`src/rtl/hsv_core_mem_resp_tracker_if.sv`:
```
// Request, AXI R/B response and commit channels of the memory response tracker.
// master = producer/consumer around the tracker; slave = the tracker itself.
interface hsv_core_mem_resp_tracker_if #(
  parameter int unsigned TAG_W = 5
) ();
  logic             req_valid;
  logic             req_ready;
  logic             req_is_read;
  logic             req_is_memory;
  logic [1:0]       req_size;
  logic             req_sign_extend;
  logic             req_misaligned;
  logic [31:0]      req_addr;
  logic [TAG_W-1:0] req_tag;

  logic             dmem_r_valid;
  logic [31:0]      dmem_r_data;
  logic [1:0]       dmem_r_resp;
  logic             dmem_r_ready;

  logic             dmem_b_valid;
  logic [1:0]       dmem_b_resp;
  logic             dmem_b_ready;

  logic             out_valid;
  logic             out_ready;
  logic [TAG_W-1:0] out_tag;
  logic [31:0]      out_result;
  logic             out_writeback;
  logic             out_exception;
  logic [3:0]       out_cause;
  logic [31:0]      out_exc_value;

  modport master (
    output req_valid, req_is_read, req_is_memory, req_size, req_sign_extend, req_misaligned,
    output req_addr, req_tag,
    input  req_ready,
    output dmem_r_valid, dmem_r_data, dmem_r_resp,
    input  dmem_r_ready,
    output dmem_b_valid, dmem_b_resp,
    input  dmem_b_ready,
    input  out_valid, out_tag, out_result, out_writeback, out_exception, out_cause,
    input  out_exc_value,
    output out_ready
  );

  modport slave (
    input  req_valid, req_is_read, req_is_memory, req_size, req_sign_extend, req_misaligned,
    input  req_addr, req_tag,
    output req_ready,
    input  dmem_r_valid, dmem_r_data, dmem_r_resp,
    output dmem_r_ready,
    input  dmem_b_valid, dmem_b_resp,
    output dmem_b_ready,
    output out_valid, out_tag, out_result, out_writeback, out_exception, out_cause,
    output out_exc_value,
    input  out_ready
  );
endinterface

```
`src/rtl/hsv_core_mem_resp_tracker.sv`:
```
// In-order tracker pairing AXI R/B beats with queued op metadata; one commit record per op.
// Optional HSV_MEM_RESP_WERR_EN: pulse async_werr_o on an erroring posted-write B beat.
module hsv_core_mem_resp_tracker #(
  parameter int unsigned DEPTH           = 4,
  parameter int unsigned MAX_OUTSTANDING = 8,
  parameter int unsigned TAG_W           = 5
) (
  input  logic                              clk_core,
  input  logic                              rst_core_n,
  input  logic                              flush_i,
  hsv_core_mem_resp_tracker_if.slave        bus,
  output logic                              idle_o,
  output logic                              async_werr_o
);

  localparam int unsigned PtrW = $clog2(DEPTH);
  localparam int unsigned OccW = $clog2(DEPTH + 1);
  localparam int unsigned CntW = $clog2(MAX_OUTSTANDING + 1);
  localparam int unsigned SumW = CntW + 2;

  typedef struct packed {
    logic             is_read;
    logic             is_memory;
    logic [1:0]       size;
    logic             sign_ext;
    logic             misaligned;
    logic [31:0]      addr;
    logic [TAG_W-1:0] tag;
  } entry_t;

  entry_t           mem_q [DEPTH];
  logic [PtrW-1:0]  wr_ptr_q, wr_ptr_d, rd_ptr_q, rd_ptr_d;
  logic [OccW-1:0]  occ_q, occ_d;
  logic [CntW-1:0]  posted_w_q, posted_w_d, drain_r_q, drain_r_d, drain_w_q, drain_w_d;

  logic             out_valid_q, out_valid_d;
  logic [TAG_W-1:0] out_tag_q, out_tag_d;
  logic [31:0]      out_result_q, out_result_d;
  logic             out_wb_q, out_wb_d;
  logic             out_exc_q, out_exc_d;
  logic [3:0]       out_cause_q, out_cause_d;
  logic [31:0]      out_exc_value_q, out_exc_value_d;

  entry_t           head, entry_in;
  logic             not_empty, full, push, pop, out_free, head_done;
  logic             head_read, head_io_write, head_mem_write;
  logic             r_hs, b_hs, r_drain, b_drain, b_posted, r_err, b_err;
  logic [SumW-1:0]  outstanding;
  logic [OccW-1:0]  q_reads, q_writes;
  logic [31:0]      shifted, load_data;

  assign entry_in = '{is_read: bus.req_is_read, is_memory: bus.req_is_memory,
                      size: bus.req_size, sign_ext: bus.req_sign_extend,
                      misaligned: bus.req_misaligned, addr: bus.req_addr, tag: bus.req_tag};

  assign head      = mem_q[rd_ptr_q];
  assign not_empty = (occ_q != '0);
  assign full      = (occ_q == OccW'(DEPTH));
  assign outstanding = SumW'(occ_q) + SumW'(posted_w_q) + SumW'(drain_r_q) + SumW'(drain_w_q);

  assign bus.req_ready = !full && (outstanding < SumW'(MAX_OUTSTANDING)) && !flush_i;
  assign push          = bus.req_valid && bus.req_ready;

  assign head_read      = not_empty && head.is_read && !head.misaligned;
  assign head_io_write  = not_empty && !head.is_read && !head.is_memory && !head.misaligned;
  assign head_mem_write = not_empty && !head.is_read && head.is_memory && !head.misaligned;
  assign out_free       = (!out_valid_q || bus.out_ready) && !flush_i;
  assign r_err          = (bus.dmem_r_resp >= 2'd2);
  assign b_err          = (bus.dmem_b_resp >= 2'd2);

  always_comb begin
    head_done = 1'b0;
    if (head.misaligned)     head_done = 1'b1;
    else if (head.is_read)   head_done = (drain_r_q == '0) && bus.dmem_r_valid;
    else if (head.is_memory) head_done = 1'b1;
    else head_done = (posted_w_q == '0) && (drain_w_q == '0) && bus.dmem_b_valid;
  end

  assign pop = not_empty && head_done && out_free;

  // Drain counters own the channel; otherwise only a head that can pop may take the beat.
  assign bus.dmem_r_ready = (drain_r_q != '0) || (head_read && out_free);
  assign bus.dmem_b_ready = (drain_w_q != '0) || (posted_w_q != '0) || (head_io_write && out_free);

  assign r_hs     = bus.dmem_r_valid && bus.dmem_r_ready;
  assign b_hs     = bus.dmem_b_valid && bus.dmem_b_ready;
  assign r_drain  = r_hs && (drain_r_q != '0);
  assign b_drain  = b_hs && (drain_w_q != '0);
  assign b_posted = b_hs && (drain_w_q == '0) && (posted_w_q != '0);

  // Issued ops still queued; queued memory writes were issued too, so their B beats drain.
  always_comb begin
    q_reads  = '0;
    q_writes = '0;
    for (int unsigned k = 0; k < DEPTH; k++) begin
      if (OccW'(k) < occ_q && !mem_q[rd_ptr_q + PtrW'(k)].misaligned) begin
        if (mem_q[rd_ptr_q + PtrW'(k)].is_read) q_reads  = q_reads + OccW'(1);
        else                                    q_writes = q_writes + OccW'(1);
      end
    end
  end

  always_comb begin
    shifted = bus.dmem_r_data >> {head.addr[1:0], 3'b000};
    case (head.size)
      2'd0:    load_data = {{24{head.sign_ext & shifted[7]}}, shifted[7:0]};
      2'd1:    load_data = {{16{head.sign_ext & shifted[15]}}, shifted[15:0]};
      2'd2:    load_data = shifted;
      default: load_data = 'x;
    endcase
  end

  always_comb begin
    wr_ptr_d   = wr_ptr_q + PtrW'(push);
    rd_ptr_d   = rd_ptr_q + PtrW'(pop);
    occ_d      = occ_q + OccW'(push) - OccW'(pop);
    posted_w_d = posted_w_q - CntW'(b_posted) + CntW'(pop && head_mem_write);
    drain_r_d  = drain_r_q - CntW'(r_drain);
    drain_w_d  = drain_w_q - CntW'(b_drain);
    if (flush_i) begin
      wr_ptr_d  = rd_ptr_q;
      rd_ptr_d  = rd_ptr_q;
      occ_d     = '0;
      drain_r_d = drain_r_d + CntW'(q_reads);
      drain_w_d = drain_w_d + CntW'(q_writes);
    end
  end

  always_comb begin
    out_valid_d     = out_valid_q;
    out_tag_d       = out_tag_q;
    out_result_d    = out_result_q;
    out_wb_d        = out_wb_q;
    out_exc_d       = out_exc_q;
    out_cause_d     = out_cause_q;
    out_exc_value_d = out_exc_value_q;
    if (flush_i) begin
      out_valid_d = 1'b0;
    end else if (pop) begin
      out_valid_d     = 1'b1;
      out_tag_d       = head.tag;
      out_exc_value_d = head.addr;
      out_exc_d       = 1'b0;
      out_cause_d     = 4'd0;
      if (head.misaligned) begin
        out_exc_d   = 1'b1;
        out_cause_d = head.is_read ? 4'd4 : 4'd6;
      end else if (head.is_read && r_err) begin
        out_exc_d   = 1'b1;
        out_cause_d = 4'd5;
      end else if (head_io_write && b_err) begin
        out_exc_d   = 1'b1;
        out_cause_d = 4'd7;
      end
      out_wb_d     = head.is_read && !out_exc_d;
      out_result_d = out_wb_d ? load_data : 32'd0;
    end else if (bus.out_ready) begin
      out_valid_d = 1'b0;
    end
  end

  always_ff @(posedge clk_core) begin
    if (push) mem_q[wr_ptr_q] <= entry_in;
  end

  always_ff @(posedge clk_core or negedge rst_core_n) begin
    if (!rst_core_n) begin
      wr_ptr_q        <= '0;
      rd_ptr_q        <= '0;
      occ_q           <= '0;
      posted_w_q      <= '0;
      drain_r_q       <= '0;
      drain_w_q       <= '0;
      out_valid_q     <= 1'b0;
      out_tag_q       <= '0;
      out_result_q    <= '0;
      out_wb_q        <= 1'b0;
      out_exc_q       <= 1'b0;
      out_cause_q     <= '0;
      out_exc_value_q <= '0;
    end else begin
      wr_ptr_q        <= wr_ptr_d;
      rd_ptr_q        <= rd_ptr_d;
      occ_q           <= occ_d;
      posted_w_q      <= posted_w_d;
      drain_r_q       <= drain_r_d;
      drain_w_q       <= drain_w_d;
      out_valid_q     <= out_valid_d;
      out_tag_q       <= out_tag_d;
      out_result_q    <= out_result_d;
      out_wb_q        <= out_wb_d;
      out_exc_q       <= out_exc_d;
      out_cause_q     <= out_cause_d;
      out_exc_value_q <= out_exc_value_d;
    end
  end

`ifdef HSV_MEM_RESP_WERR_EN
  logic werr_q;
  always_ff @(posedge clk_core or negedge rst_core_n) begin
    if (!rst_core_n) werr_q <= 1'b0;
    else             werr_q <= b_posted && b_err;
  end
  assign async_werr_o = werr_q;
`else
  assign async_werr_o = 1'b0;
`endif

  assign bus.out_valid     = out_valid_q;
  assign bus.out_tag       = out_tag_q;
  assign bus.out_result    = out_result_q;
  assign bus.out_writeback = out_wb_q;
  assign bus.out_exception = out_exc_q;
  assign bus.out_cause     = out_cause_q;
  assign bus.out_exc_value = out_exc_value_q;
  assign idle_o = !not_empty && (posted_w_q == '0) && (drain_r_q == '0) && (drain_w_q == '0);

  a_outstanding_cap: assert property (@(posedge clk_core) disable iff (!rst_core_n)
    outstanding <= SumW'(MAX_OUTSTANDING));
  a_pop_nonempty: assert property (@(posedge clk_core) disable iff (!rst_core_n)
    pop |-> not_empty);
  a_r_matched: assert property (@(posedge clk_core) disable iff (!rst_core_n)
    bus.dmem_r_valid |-> (drain_r_q != '0) || (q_reads != '0));
  a_b_matched: assert property (@(posedge clk_core) disable iff (!rst_core_n)
    bus.dmem_b_valid |-> (drain_w_q != '0) || (posted_w_q != '0) || (q_writes != '0));
  a_size_legal: assert property (@(posedge clk_core) disable iff (!rst_core_n)
    (pop && head_read) |-> (head.size != 2'd3));

endmodule

```
`src/flat_wrapper.sv`:
```
// flat-port wrapper written by rule: the top's interface ports become plain ports
module hsv_core_mem_resp_tracker_flat 
#(
  parameter int unsigned DEPTH           = 4,
  parameter int unsigned MAX_OUTSTANDING = 8,
  parameter int unsigned TAG_W           = 5
)
  (clk_core, rst_core_n, flush_i, idle_o, async_werr_o, bus_req_valid, bus_req_is_read, bus_req_is_memory, bus_req_size, bus_req_sign_extend, bus_req_misaligned, bus_req_addr, bus_req_tag, bus_req_ready, bus_dmem_r_valid, bus_dmem_r_data, bus_dmem_r_resp, bus_dmem_r_ready, bus_dmem_b_valid, bus_dmem_b_resp, bus_dmem_b_ready, bus_out_valid, bus_out_tag, bus_out_result, bus_out_writeback, bus_out_exception, bus_out_cause, bus_out_exc_value, bus_out_ready);
  hsv_core_mem_resp_tracker_if #(.TAG_W(TAG_W)) bus_i ();
  input  logic clk_core;
  input  logic rst_core_n;
  input  logic flush_i;
  output logic idle_o;
  output logic async_werr_o;
  input wire logic [$bits(bus_i.req_valid)-1:0] bus_req_valid;
  input wire logic [$bits(bus_i.req_is_read)-1:0] bus_req_is_read;
  input wire logic [$bits(bus_i.req_is_memory)-1:0] bus_req_is_memory;
  input wire logic [$bits(bus_i.req_size)-1:0] bus_req_size;
  input wire logic [$bits(bus_i.req_sign_extend)-1:0] bus_req_sign_extend;
  input wire logic [$bits(bus_i.req_misaligned)-1:0] bus_req_misaligned;
  input wire logic [$bits(bus_i.req_addr)-1:0] bus_req_addr;
  input wire logic [$bits(bus_i.req_tag)-1:0] bus_req_tag;
  output wire logic [$bits(bus_i.req_ready)-1:0] bus_req_ready;
  input wire logic [$bits(bus_i.dmem_r_valid)-1:0] bus_dmem_r_valid;
  input wire logic [$bits(bus_i.dmem_r_data)-1:0] bus_dmem_r_data;
  input wire logic [$bits(bus_i.dmem_r_resp)-1:0] bus_dmem_r_resp;
  output wire logic [$bits(bus_i.dmem_r_ready)-1:0] bus_dmem_r_ready;
  input wire logic [$bits(bus_i.dmem_b_valid)-1:0] bus_dmem_b_valid;
  input wire logic [$bits(bus_i.dmem_b_resp)-1:0] bus_dmem_b_resp;
  output wire logic [$bits(bus_i.dmem_b_ready)-1:0] bus_dmem_b_ready;
  output wire logic [$bits(bus_i.out_valid)-1:0] bus_out_valid;
  output wire logic [$bits(bus_i.out_tag)-1:0] bus_out_tag;
  output wire logic [$bits(bus_i.out_result)-1:0] bus_out_result;
  output wire logic [$bits(bus_i.out_writeback)-1:0] bus_out_writeback;
  output wire logic [$bits(bus_i.out_exception)-1:0] bus_out_exception;
  output wire logic [$bits(bus_i.out_cause)-1:0] bus_out_cause;
  output wire logic [$bits(bus_i.out_exc_value)-1:0] bus_out_exc_value;
  input wire logic [$bits(bus_i.out_ready)-1:0] bus_out_ready;
  assign bus_i.req_valid = bus_req_valid;
  assign bus_i.req_is_read = bus_req_is_read;
  assign bus_i.req_is_memory = bus_req_is_memory;
  assign bus_i.req_size = bus_req_size;
  assign bus_i.req_sign_extend = bus_req_sign_extend;
  assign bus_i.req_misaligned = bus_req_misaligned;
  assign bus_i.req_addr = bus_req_addr;
  assign bus_i.req_tag = bus_req_tag;
  assign bus_req_ready = bus_i.req_ready;
  assign bus_i.dmem_r_valid = bus_dmem_r_valid;
  assign bus_i.dmem_r_data = bus_dmem_r_data;
  assign bus_i.dmem_r_resp = bus_dmem_r_resp;
  assign bus_dmem_r_ready = bus_i.dmem_r_ready;
  assign bus_i.dmem_b_valid = bus_dmem_b_valid;
  assign bus_i.dmem_b_resp = bus_dmem_b_resp;
  assign bus_dmem_b_ready = bus_i.dmem_b_ready;
  assign bus_out_valid = bus_i.out_valid;
  assign bus_out_tag = bus_i.out_tag;
  assign bus_out_result = bus_i.out_result;
  assign bus_out_writeback = bus_i.out_writeback;
  assign bus_out_exception = bus_i.out_exception;
  assign bus_out_cause = bus_i.out_cause;
  assign bus_out_exc_value = bus_i.out_exc_value;
  assign bus_i.out_ready = bus_out_ready;
  hsv_core_mem_resp_tracker #(.DEPTH(DEPTH), .MAX_OUTSTANDING(MAX_OUTSTANDING), .TAG_W(TAG_W)) u_core (.clk_core(clk_core), .rst_core_n(rst_core_n), .flush_i(flush_i), .bus(bus_i), .idle_o(idle_o), .async_werr_o(async_werr_o));
endmodule
```
`config.mk`:
```
export PLATFORM = sky130hd
export DESIGN_NAME = hsv_core_mem_resp_tracker_flat
export DESIGN_NICKNAME = d
export VERILOG_FILES = /design/src/rtl/hsv_core_mem_resp_tracker_if.sv /design/src/rtl/hsv_core_mem_resp_tracker.sv /design/src/flat_wrapper.sv
export SDC_FILE = /design/constraint.sdc
export NUM_CORES = 1
export LEC_CHECK = 0
export ABC_CLOCK_PERIOD_IN_PS = 6350
export CAP_MARGIN = 20
export CORE_MARGIN = 2
export CORE_UTILIZATION = 49
export DETAILED_ROUTE_END_ITERATION = 7
export PLACE_DENSITY_LB_ADDON = 0.3
export SLEW_MARGIN = 20
export SYNTH_ARGS = -nofsm -noshare
export SYNTH_HDL_FRONTEND = slang
export SYNTH_SLANG_ARGS = --single-unit
```
`constraint.sdc`:
```
create_clock -name clk_core -period 6.35 [get_ports clk_core]
set_clock_uncertainty 0.15 [all_clocks]
set_input_delay 1.905 -clock clk_core [delete_from_list [all_inputs] [get_ports clk_core]]
set_output_delay 1.905 -clock clk_core [all_outputs]
set_load 0.05 [all_outputs]
```
* Yosys cells after proc, flatten, opt, wreduce, memory -nomap -nowiden *
Memory sizes are Yosys's and may differ from the RTL's.
Index checks and enable logic that the tools add are counted.

word-level totals
  register bits = 95
  latch bits = 0
  memory bits (writable) = 172
  bits in read-only memories = 0
  bits of input ports = 86
  output and inout port bits = 81
  word-level logic and storage cells = 149
  memories kept = 1

operators by class
  add/sub/neg operators = 22
  $mul = 0
  div/mod/pow operators = 0
  order comparisons = 7
  eq/ne operators = 3
  shift-type cells = 1
  muxes and demuxes = 39
  bitwise logic cells = 3
  reductions and logical operators = 60

memories
  memory        words  bits a word  rd ports  clocked after Yosys merged registers in  wr ports  RTL line                         RTL
  u_core.mem_q  4      43           4         0                                        1         hsv_core_mem_resp_tracker.sv:31  entry_t mem_q [DEPTH];

operators by type and width
  cell                                                                           count
  32-bit case mux with 3 select lines                                            1
  3-bit two-way mux                                                              16
  1-bit logical AND                                                              35
  32-bit two-way mux                                                             1
  32-bit by 5-bit >> shifter with 32-bit output                                  1
  3-bit by 1-bit adder with 3-bit output (second input constant)                 6
  4-bit two-way mux                                                              4
  1-bit two-way mux                                                              15
  6-bit by 4-bit adder with 6-bit output                                         2
  4-bit logical NOT                                                              3
  4-bit nonzero test                                                             3
  4-bit by 1-bit subtractor with 4-bit output                                    3
  1-bit logical NOT                                                              11
  4-bit by 3-bit adder with 4-bit output                                         2
  1-bit by 3-bit less-than comparator with 1-bit output (first input constant)   2
  2-bit by 3-bit less-than comparator with 1-bit output (first input constant)   2
  6-bit by 4-bit less-than comparator with 1-bit output (second input constant)  1
  3-bit nonzero test                                                             2
  3-bit by 4-bit adder with 5-bit output                                         1
  2-bit by 1-bit adder with 2-bit output                                         2
  2-bit adder (second input constant)                                            2
  4-bit by 1-bit adder with 4-bit output                                         1
  2-bit >= comparator (second input constant)                                    2
  1-bit logical OR                                                               4
  11 further kinds                                                               13

* Longest topological paths before layout *
An unclocked memory read counts as a cell.

  depth in word-level cells = 15
  gate-level depth with buffers = 19
  depth with buffers taken out = 17

* Worst setup path before layout *
OpenSTA, ideal clock, no wires.

  path kind = register to register
  start = register u_core.posted_w_q[0]
  end = memory u_core.mem_q[0][0] in the netlist's numbering, enable pin
  library setup time = 506 ps
  arrival = 6,707 ps
  data required time = 5,694 ps
  path slack = -1,013 ps
  stages on the path, launching flop included = 12
  buffers on the path = 0
  clock period less this slack = 7,363 ps
  path through = dfrtp_1 > ha_1 > fa_1 > xnor2_1 > fa_1 > inv_1 > ha_1 > nor4_1 > o211ai_1 > a31oi_1 > and2_1 > nor3b_1

between the ends
  cells in the longest elaborated chain, start to end = 9

RTL lines
  element                                                RTL line                          RTL
  start, declared                                        hsv_core_mem_resp_tracker.sv:34   logic [CntW-1:0] posted_w_q, posted_w_d, drain_r_q, drain_r_d, drain_w_q, drain_w_d;
  start signal, assigned                                 hsv_core_mem_resp_tracker.sv:185  posted_w_q <= posted_w_d;
  3-bit by 4-bit adder with 5-bit output                 hsv_core_mem_resp_tracker.sv:59   assign outstanding = SumW'(occ_q) + SumW'(posted_w_q) + SumW'(drain_r_q) + SumW'(drain_w_q);
  6-bit by 4-bit adder with 6-bit output (2 in series)   hsv_core_mem_resp_tracker.sv:59
  6-bit by 4-bit less-than comparator with 1-bit output  hsv_core_mem_resp_tracker.sv:61   assign bus.req_ready = !full && (outstanding < SumW'(MAX_OUTSTANDING)) && !flush_i;
  1-bit logical AND (2 in series)                        hsv_core_mem_resp_tracker.sv:61
  named net bus_req_ready                                flat_wrapper.sv:23                output wire logic [$bits(bus_i.req_ready)-1:0] bus_req_ready;
  1-bit logical AND                                      hsv_core_mem_resp_tracker.sv:62   assign push = bus.req_valid && bus.req_ready;
  1-bit two-way mux                                      hsv_core_mem_resp_tracker.sv:163  if (push) mem_q[wr_ptr_q] <= entry_in;
  1-bit two-way mux (not written as such)                hsv_core_mem_resp_tracker.sv:163
  end, declared                                          hsv_core_mem_resp_tracker.sv:31

The timed path passes the listed nets, and every way through them passes these cells.

* Final worst setup path *
  start = register u_core.occ_q[0]
  end = output bus_req_ready

between the ends
  cells in the longest elaborated chain, start to end = 6

RTL lines
  element                                                RTL line                          RTL
  start, declared                                        hsv_core_mem_resp_tracker.sv:33   logic [OccW-1:0] occ_q, occ_d;
  start signal, assigned                                 hsv_core_mem_resp_tracker.sv:170  occ_q <= '0;
  start signal, assigned                                 hsv_core_mem_resp_tracker.sv:184  occ_q <= occ_d;
  3-bit by 4-bit adder with 5-bit output                 hsv_core_mem_resp_tracker.sv:59
  6-bit by 4-bit adder with 6-bit output (2 in series)   hsv_core_mem_resp_tracker.sv:59
  6-bit by 4-bit less-than comparator with 1-bit output  hsv_core_mem_resp_tracker.sv:61
  1-bit logical AND (*) (2 in series)                    hsv_core_mem_resp_tracker.sv:61
  end, declared                                          flat_wrapper.sv:23

Every way passes the cells marked *; elsewhere a longest branch is shown, timed or not.

==> results.cfg <==
[setup_path]
arrival_ns = 3.62
required_ns = 4.30
critical_path.max_fanout = 4
critical_path.endpoint_type = output pin
reg2reg_depth = 12
crit_path_start_kind = flop
critical_setup_path_class = flop to output pin

[floorplanning]
fp.dieArea_mm2 = 0.0252
start_util_pct = 50.0
die-height_um = 159
die_width_um = 159
num_rows = 56
top_level_ports = 167
core_region_area_mm2 = 0.0235

[timing]
finalHoldViolations = 0
totalNegativeSetupSlack_ns = 0
tightest_slew_ns = 0.993
period_minus_slack_ns = 5.67
f_max_mhz = 176
ratio_of_final_minimum_period_to_clock_period_pct = 89.3
rsz0062_at_grt = no
slew_headroom_pct = 33.8
max_slew_violations = 0
total_of_endpoints_with_negative_setup_slack_in_the_final_report = 0

[clocking]
clock-sinks = 265
clock_tree_from_tritoncts = done
clk-insertion-delay-late_ns = 0.54
cts_buffer_depth = 3
clkSlewWorstSetupHoldPaths_ns = 0.06
cts_max_level = 1
postCtsSetupRepairBufs = 0
cts_inserted_buffers = 29
cts-root-buf = clkbuf_16
post_cts_hold_buffer_count = 0
postCtsResizedCells = 0

[synthesis]
ys_seq_elements = 265
yosys_warnings = 0
avgSynthCellArea_um2 = 15.7
synth_edf_count = 172
ys_top_cells_by_area = edfxtp_1, dfrtp_1, mux4_2, mux2_2, ha_1
netlist.area_leader.share_pct = 44.0
synth_seq_area_share_pct = 63.9
synthFlopType = edfxtp_1
synth_area_leader_cell = edfxtp_1
ys_types = 53
synth.cell_area_mm2 = 0.0117
async_flop_share_pct = 35.1
synthCells = 749

[placed_design]
port-buffer-count = 162
hpwlAfterDp_mm = 15.4
placedInstanceArea_mm2 = 0.0137
gp_congestion = 0.813

[drt]
drcViolationCount = 0
drt_iter0_markers = 330
detail_route.first_pass.iterations = 4
wl_met3_mm = 1.61
met2RoutedLength_mm = 11.6
wl_per_cell_um = 19.0
wl_met1_mm = 10.5
antenna_viol_nets_final = 0
route.top_layer_used = met4
wirelength_mm = 24.1
vias_per_cell = 5.39
detailroute.via_count = 6813

[grt]
grt_antenna_before_repair = 1
grt.overflow.total = 0
global_route_wire_length_before_repair_mm = 38.9
grt_use_total_pct = 19.3
number_of_global_route_vias_before_repair = 7153
pin_count_of_the_biggest_net_entering_global_routing = 64

[power_and_ir_drop]
share_clk_of_total_power_pct = 24.2
combinationalPowerShare_pct = 41.6
power.internal_uw = 4350
p_leak_uw = 0.00561
power_per_cell_area_mw_per_mm2 = 466
vdd.ir_drop.worst_v = 0.000358
seq_power_share_pct = 34.3
power.share.switching_pct = 36.5
p_switching_uw = 2500

[run]
cap_violations = 0

[cells_and_area]
post_route_cells_drive_above_1_share_pct = 17.6
final.fill_count = 1773
finalNetCount = 1052
syn2layout_area_growth_pct = 25.4
post-route-cell-area_mm2 = 0.0147

[min_path]
hold-path-cell-count = 2
hp-class = flop to flop

[status]
outcome = complete, no violations
==> flip-flops by register name, summed over array words and instances, names as in the netlist, 2 cells and up <==
signal / cells
u_core.bus.out_cause: 2
u_core.bus.out_exc_value: 32
u_core.bus.out_result: 32
u_core.bus.out_tag: 5
u_core.drain_r_q: 4
u_core.drain_w_q: 4
u_core.mem_q: 172
u_core.occ_q: 3
u_core.posted_w_q: 4
u_core.rd_ptr_q: 2
u_core.wr_ptr_q: 2
==> final cells by class <==
cell class,count,area (µm²),area share [%]
flip-flops and latches,265,7500,50.9
multi-input cells,411,3960,26.9
repair buffers,175,1750,11.9
clock buffers,43,838,5.70
well taps,319,399,2.71
inverters,40,150,1.02
clock inverters,11,123,0.833
diodes,1,2.50,0.0170
==> Yosys cell counts, types with 4 or more instances <==
master and number:
nor4_1 4, mux2_2 46, a21oi_1 43, a21o_1 4
buf_2 12, xor2_1 8, mux4_2 39, ha_1 36
mux2i_1 32, nand2_1 26, fa_1 8, nor2_1 25
a211oi_1 8, nor2b_1 7, a22o_1 17, dfrtp_1 93
and2_1 13, buf_4 6, xnor2_1 13, inv_1 40
o21ai_0 27, nand2b_1 4, edfxtp_1 172, clkbuf_1 12
o21ai_1 7
==> worst max-delay path, stage by stage, from the launching register on <==
cell	delay, ns
dfrtp_1	0.43
ha_1	0.24
fa_1	0.47
xnor2_1	0.18
fa_1	0.55
inv_1	0.05
ha_1	0.19
nor4_1	0.31
o211ai_1	0.16
a31oi_1	0.26
buf_4	0.25
==> cells by family after synthesis <==
kind of cell	count (synthesis)	synth area share [%]
adder cells (fa/ha/maj)	44	5.20
other	1	0.0320
flip-flops	265	63.9
AO/OA/AOI/OAI	121	6.44
multiplexers	121	15.5
XOR/XNOR	21	1.57
buffers and inverters	74	2.75
AND/OR/NAND/NOR	102	4.64
==> placed cells by master, fill, tap and decap left out, types with 3 or more instances in the layout <==
cell type          n
a211oi_1           8
a21o_1             4
a21oi_1           43
a22o_1            17
and2_1            13
buf_4             14
clkbuf_1           8
clkbuf_16         29
clkbuf_8           6
clkdlybuf4s50_1  158
clkinv_2           4
clkinv_4           3
dfrtp_1           91
edfxtp_1         172
fa_1               8
ha_1              36
inv_1             40
mux2_2            46
mux2i_1           32
mux4_1             3
mux4_2            39
nand2_1           26
nand2b_1           4
nand3_1            3
nor2_1            24
nor2b_1            7
nor4_1             4
o21ai_0           27
o21ai_1            7
o31ai_1            3
xnor2_1           13
xor2_1             8
==> routing by layer <==
metal | up-vias | GRT usage, %
met5 | - | 0
met3 | 34 | 5.09
met4 | 0 | 3.92
met1 | 3408 | 26.0
met2 | 192 | 32.1
li1 | 3179 | -
==> final timing paths <==
path	start	endpoint	slack, ns
worst max-delay path	u_core.occ_q[0]	bus_req_ready	0.68
worst min register to register	u_core.bus.out_writeback	u_core.bus.out_writeback	0.33
worst max register to register	u_core.occ_q[0]	u_core.mem_q[0][37]	1.84
min in group asynchronous	rst_core_n	u_core.drain_r_q[1]	1.32
max in group asynchronous	rst_core_n	u_core.bus.out_exc_value[16]	3.73
worst min-delay path	u_core.bus.out_writeback	u_core.bus.out_writeback	0.33
==> power by group through the flow <==
| stage | Clock, µW | Combinational (µW) | Sequential (µW) |
|---|---|---|---|
| floorplan | 0 | 1640 | 2790 |
| global placement | 0 | 2800 | 2370 |
| detailed placement | 0 | 2850 | 2380 |
| CTS | 1690 | 2870 | 2350 |
| global route | 1760 | 3110 | 2380 |
| finish | 1660 | 2850 | 2350 |
==> stage by stage <==
stage	hold WS [ns]	worst slack (ns)	power (µW)	util (%)	std cells
final	0.331	0.678	6850	62.7	1265
after floorplan	0.436	0.384	4430	-	750
after global routing	0.361	0.479	7250	62.7	1264
after detailed placement	0.323	0.720	5230	58.5	1209
after CTS	0.337	0.655	6910	62.6	1263
after global placement	0.312	0.719	5170	58.5	1209
Power figures use the tool's default switching activity.
==> variant 1, RTL diff (same settings) <==
Add a define of `HSV_MEM_RESP_WERR_EN`.
--- a/src/rtl/hsv_core_mem_resp_tracker.sv
+++ b/src/rtl/hsv_core_mem_resp_tracker.sv
@@ -1,5 +1,7 @@
 // In-order tracker pairing AXI R/B beats with queued op metadata; one commit record per op.
 // Optional HSV_MEM_RESP_WERR_EN: pulse async_werr_o on an erroring posted-write B beat.
+`define HSV_MEM_RESP_WERR_EN
+
 module hsv_core_mem_resp_tracker #(
   parameter int unsigned DEPTH           = 4,
   parameter int unsigned MAX_OUTSTANDING = 8,
Function: changed (a bounded check fails within 4 cycles, from zero or initial values and one cycle with rst_core_n low).
==> variant 1 against the original RTL <==
Worst hold slack about the same. Final area up 0.17%. Routed wire length grew 0.16%. Register-to-register slack got worse by 0.18 ns. Count of clock-buffer cells in the layout decreased by 6. Area after synthesis up 0.76%. Sequential cell count increased by 1. Total power increased by 1.1%. Utilization shrank 0.27 points. First-iteration DRC count grew 26%. Worst setup slack gained 0.029 ns. Critical endpoint unchanged.
==> variant 1: results <==
set metrics [dict create \
    antenna_found_initial 2 \
    crit_slowest_cell "fa_1" \
    hold_path.class "reg2reg" \
    dp_hpwl_um 15800 \
    cts_buffers 28 \
    htreeDepth 1 \
    syn_nets 856 \
    synth_top_cells_by_count "edfxtp_1, dfrtp_1, mux2_2" \
    port_buffers 163 \
    drv_slew 0 \
    finalWeightedCongestion 0.761 \
    synth_warnings 0 \
    synthArstFlopShare 0.353 \
    grt_pass1_wl_um 38700 \
    grt_start_max_net_pins 69 \
    fill_cells 1805 \
    cts.reportedPaths.clkPinSlew_ns 0.06 \
    pre_cts_ws_ns 0.879 \
    power_leakage_nw 5.60 \
    drt_first_pass_iters 5 \
    grt_pass1_vias 6965 \
    cp.arrival_ns 3.59 \
    largest_reg_flops 172 \
    worstPathMaxFanout 6 \
    drive_gt1_frac 0.196 \
    yosys.cell_types.count 54 \
    max_stage_delay_ns 0.54 \
    yosysSeqAreaShare 0.636 \
    post_cts_buffers 0 \
    cts_buffer_depth 3 \
    regMostFlops "u_core.mem_q" \
    vdd_drop_max_v 0.000259 \
    tightest_slew_ns 0.887 \
    wl_per_cell_um 19.5 \
    cts-resized-gates 0 \
    synth_top_area_share 0.437 \
    diodes 0 \
    fin_nets 1026 \
    status "finished clean" \
    synth_edf_count 172 \
    dr_total_vias 6714 \
    cts-root-buf "clkbuf_16" \
    insertion_delay_ns 0.56 \
    netlist_top_cells_area "edfxtp_1, dfrtp_1, mux4_2" \
    track_usage 0.193 \
    initialDrtViolationCount 416 \
]
## variant 1: final cells by class
| cell class | instances | share of cell area |
|---|---|---|
| clock buffer | 37 | 0.0519 |
| timing repair buffer | 176 | 0.117 |
| inverter | 44 | 0.0112 |
| clock inverter | 15 | 0.0142 |
| multi-input combinational | 380 | 0.269 |
| tap | 319 | 0.0271 |
| sequential | 266 | 0.510 |
## variant 1: cells by family after synthesis
kind of cell	synth area share
flip-flops	0.636
multiplexers	0.164
AO/OA/AOI/OAI	0.0580
AND/OR/NAND/NOR	0.0421
buffers and inverters	0.0310
adder cells (fa/ha/maj)	0.0516
XOR/XNOR	0.0168
other	0.000317
## variant 1: routing by layer
metal / part of all wire / track usage
met1: 0.44 / 0.275
met2: 0.46 / 0.302
met3: 0.080 / 0.0511
met4: 0.020 / 0.0405
met5: 0.0011 / 0
## variant 1: worst paths after layout
check,start,to,slack [ns],cells past startpoint
max,u_core.occ_q[0]$_DFF_PN0_,bus_req_ready,0.71,10
min,u_core.bus.out_writeback$_DFFE_PN0P_,u_core.bus.out_writeback$_DFFE_PN0P_,0.33,1
max reg2reg,u_core.rd_ptr_q[0]$_DFFE_PN0N_,u_core.drain_w_q[3]$_DFF_PN0_,1.66,14
min reg2reg,u_core.bus.out_writeback$_DFFE_PN0P_,u_core.bus.out_writeback$_DFFE_PN0P_,0.33,1
max in group asynchronous,rst_core_n,u_core.bus.out_tag[4]$_DFFE_PN0P_,3.93,2
min in group asynchronous,rst_core_n,u_core.bus.out_tag[3]$_DFFE_PN0P_,1.24,1
## variant 1: worst max-delay path: cells and delay by family (launching register included)
family | cells | cell delay (ns)
adder cells (fa/ha/maj) | 4 | 1.44
flip-flops | 1 | 0.46
AO/OA/AOI/OAI | 2 | 0.39
buffers and inverters | 2 | 0.31
AND/OR/NAND/NOR | 1 | 0.27
XOR/XNOR | 1 | 0.17
## variant 1: report_power, final
group          total (W)  leakage (nW)  switching [W]  internal, W
registers        0.00240          2.74       0.000244      0.00216
clock network    0.00168         0.465       0.000664      0.00101
logic            0.00285          2.39        0.00162      0.00123
total            0.00693          5.60        0.00252      0.00441
## variant 1: per-stage QoR
step                      instance area [um2]  instances  utilization
after global routing                    14700       1237        0.624
after CTS                               14700       1237        0.624
after detailed placement                13800       1185        0.583
final                                   14700       1237        0.624
after floorplan                         11800        726            -
after global placement                  13800       1185        0.583
==> variant 2, RTL diff (same settings) <==
Made on the original files. Take the reset off `out_result_q` and load it in a clocked block of its own.
--- a/src/rtl/hsv_core_mem_resp_tracker.sv
+++ b/src/rtl/hsv_core_mem_resp_tracker.sv
@@ -173,7 +173,6 @@
       drain_w_q       <= '0;
       out_valid_q     <= 1'b0;
       out_tag_q       <= '0;
-      out_result_q    <= '0;
       out_wb_q        <= 1'b0;
       out_exc_q       <= 1'b0;
       out_cause_q     <= '0;
@@ -187,12 +186,15 @@
       drain_w_q       <= drain_w_d;
       out_valid_q     <= out_valid_d;
       out_tag_q       <= out_tag_d;
-      out_result_q    <= out_result_d;
       out_wb_q        <= out_wb_d;
       out_exc_q       <= out_exc_d;
       out_cause_q     <= out_cause_d;
       out_exc_value_q <= out_exc_value_d;
     end
+  end
+
+  always_ff @(posedge clk_core) begin
+    out_result_q <= out_result_d;
   end
 
 `ifdef HSV_MEM_RESP_WERR_EN
Check against the original RTL: differs if rst_core_n is asserted again (counterexample within 4 cycles, from zero or initial values and one cycle with rst_core_n low); with rst_core_n held inactive, the same outputs for 4 cycles.
==> variant 2 against the original RTL <==
Routed wire length is 0.97% lower. Non-clock buffer count is 1 lower. Via count is 1.3% lower. Sequential cell count stayed put. Largest cell class unchanged. Area after synthesis is 2.0% higher. Final area is 1.4% higher. Utilization is 0.99 points lower. Global-route usage is 0.36 points lower. Total power is 4.8% higher. Maximum frequency is 2.0% lower. Worst setup slack worse by 0.12 ns.
==> variant 2: results <==
set metrics [dict create \
    min_path_cells 1 \
    min_from "u_core.bus.out_tag[2]$_DFFE_PN0P_" \
    drive_gt1_frac 0.204 \
    cts_buffers 28 \
    synth_top_cells_by_count "edfxtp_1, dfrtp_1, mux2_2" \
    reg2reg_slack_ns 1.40 \
    yosysSeqAreaShare 0.639 \
    netlist_top_cells_area "edfxtp_1, dfrtp_1, mux4_2" \
    switching_share 0.371 \
    diodes 0 \
    wirelength_um 23800 \
    fin_nets 1044 \
    status "finished clean" \
    vias_per_cell 5.34 \
    crit_slowest_cell "o311ai_0" \
    finalWeightedCongestion 0.782 \
    r2r_cells 17 \
    timing.rr.end "u_core.drain_w_q[3]$_DFF_PN0_" \
    critPathTopFamily "buffers and inverters" \
    max_stage_delay_ns 0.58 \
    synth.avg_cell_area_um2 16.1 \
    dp_hpwl_um 15200 \
    yosys.cell_types.count 54 \
    dp_cells 1208 \
    vdd_drop_max_v 0.000320 \
    synth_edf_count 204 \
    hold_end "u_core.bus.out_tag[2]$_DFFE_PN0P_" \
    final_cells 1260 \
    synthArstFlopShare 0.230 \
    drt_first_pass_iters 5 \
]
[variant 2: power groups by stage]
| stage | Combinational, W | Clock, W | Sequential, W |
|---|---|---|---|
| 3_3_place_gp | 0.00304 | 0 | 0.00248 |
| 4_1_cts | 0.00311 | 0.00170 | 0.00246 |
| 2_1_floorplan | 0.00169 | 0 | 0.00303 |
| 5_1_grt | 0.00334 | 0.00177 | 0.00250 |
| 6_report | 0.00307 | 0.00166 | 0.00245 |
| 3_5_place_dp | 0.00308 | 0 | 0.00249 |
[variant 2: final cells by class]
class / count / area, um2
clock buffers: 34 / 743
clock inverters: 18 / 218
fillers: 1781 / 9260
inverters: 45 / 169
multi-input cells: 400 / 3950
flip-flops and latches: 265 / 7660
well taps: 324 / 405
repair buffers: 174 / 1780
[variant 2: worst register-to-register path, stage by stage (launching register included)]
cell and delay [ns]:
dfrtp_4 0.66, buf_4 0.62, o21a_1 0.25, inv_1 0.05, ha_1 0.29, o221ai_1 0.23
o22ai_1 0.13, a21oi_1 0.35, inv_1 0.09, ha_1 0.28, mux2_2 0.29, ha_1 0.31
mux2_2 0.27, ha_1 0.30, a21oi_1 0.17, nor2b_1 0.06, o21ai_0 0.23, xnor2_1 0.10
[variant 2: worst max path at each step]
stage	start	end	slack, ns
after floorplan	flush_i	bus_dmem_b_ready	0.18
after global placement	bus_out_ready	bus_dmem_b_ready	0.67
after detailed placement	bus_out_ready	bus_dmem_b_ready	0.66
after CTS	flush_i	bus_dmem_b_ready	0.60
after global routing	u_core.posted_w_q[1]$_DFF_PN0_	bus_req_ready	0.52
final	flush_i	bus_dmem_b_ready	0.56
[variant 2: logic make-up (layout without fill, tap and decap cells)]
group	Yosys count	after routing	synth area share
other	1	2	0.000313
buffers and inverters	81	271	0.0318
XOR/XNOR	21	21	0.0177
AND/OR/NAND/NOR	122	122	0.0517
flip-flops	265	265	0.639
adder cells (fa/ha/maj)	44	44	0.0510
multiplexers	128	128	0.160
AO/OA/AOI/OAI	83	83	0.0477
[variant 2: metal layers]
| metal | global-route usage | vias up | part of all wire |
|---|---|---|---|
| met3 | 0.0462 | 29 | 0.073 |
| met1 | 0.257 | 3347 | 0.44 |
| met5 | 0 | - | 0 |
| li1 | - | 3144 | - |
| met2 | 0.316 | 206 | 0.48 |
| met4 | 0.0389 | 0 | 0.013 |
[variant 2: through the flow]
step / worst slack [ns] / utilization / hold slack (ns) / power [W]
4_1_cts: 0.596 / 0.617 / 0.361 / 0.00727
3_3_place_gp: 0.672 / 0.577 / 0.338 / 0.00552
3_5_place_dp: 0.661 / 0.577 / 0.342 / 0.00557
5_1_grt: 0.520 / 0.617 / 0.376 / 0.00761
2_1_floorplan: 0.181 / - / 0.436 / 0.00473
6_report: 0.562 / 0.617 / 0.356 / 0.00718
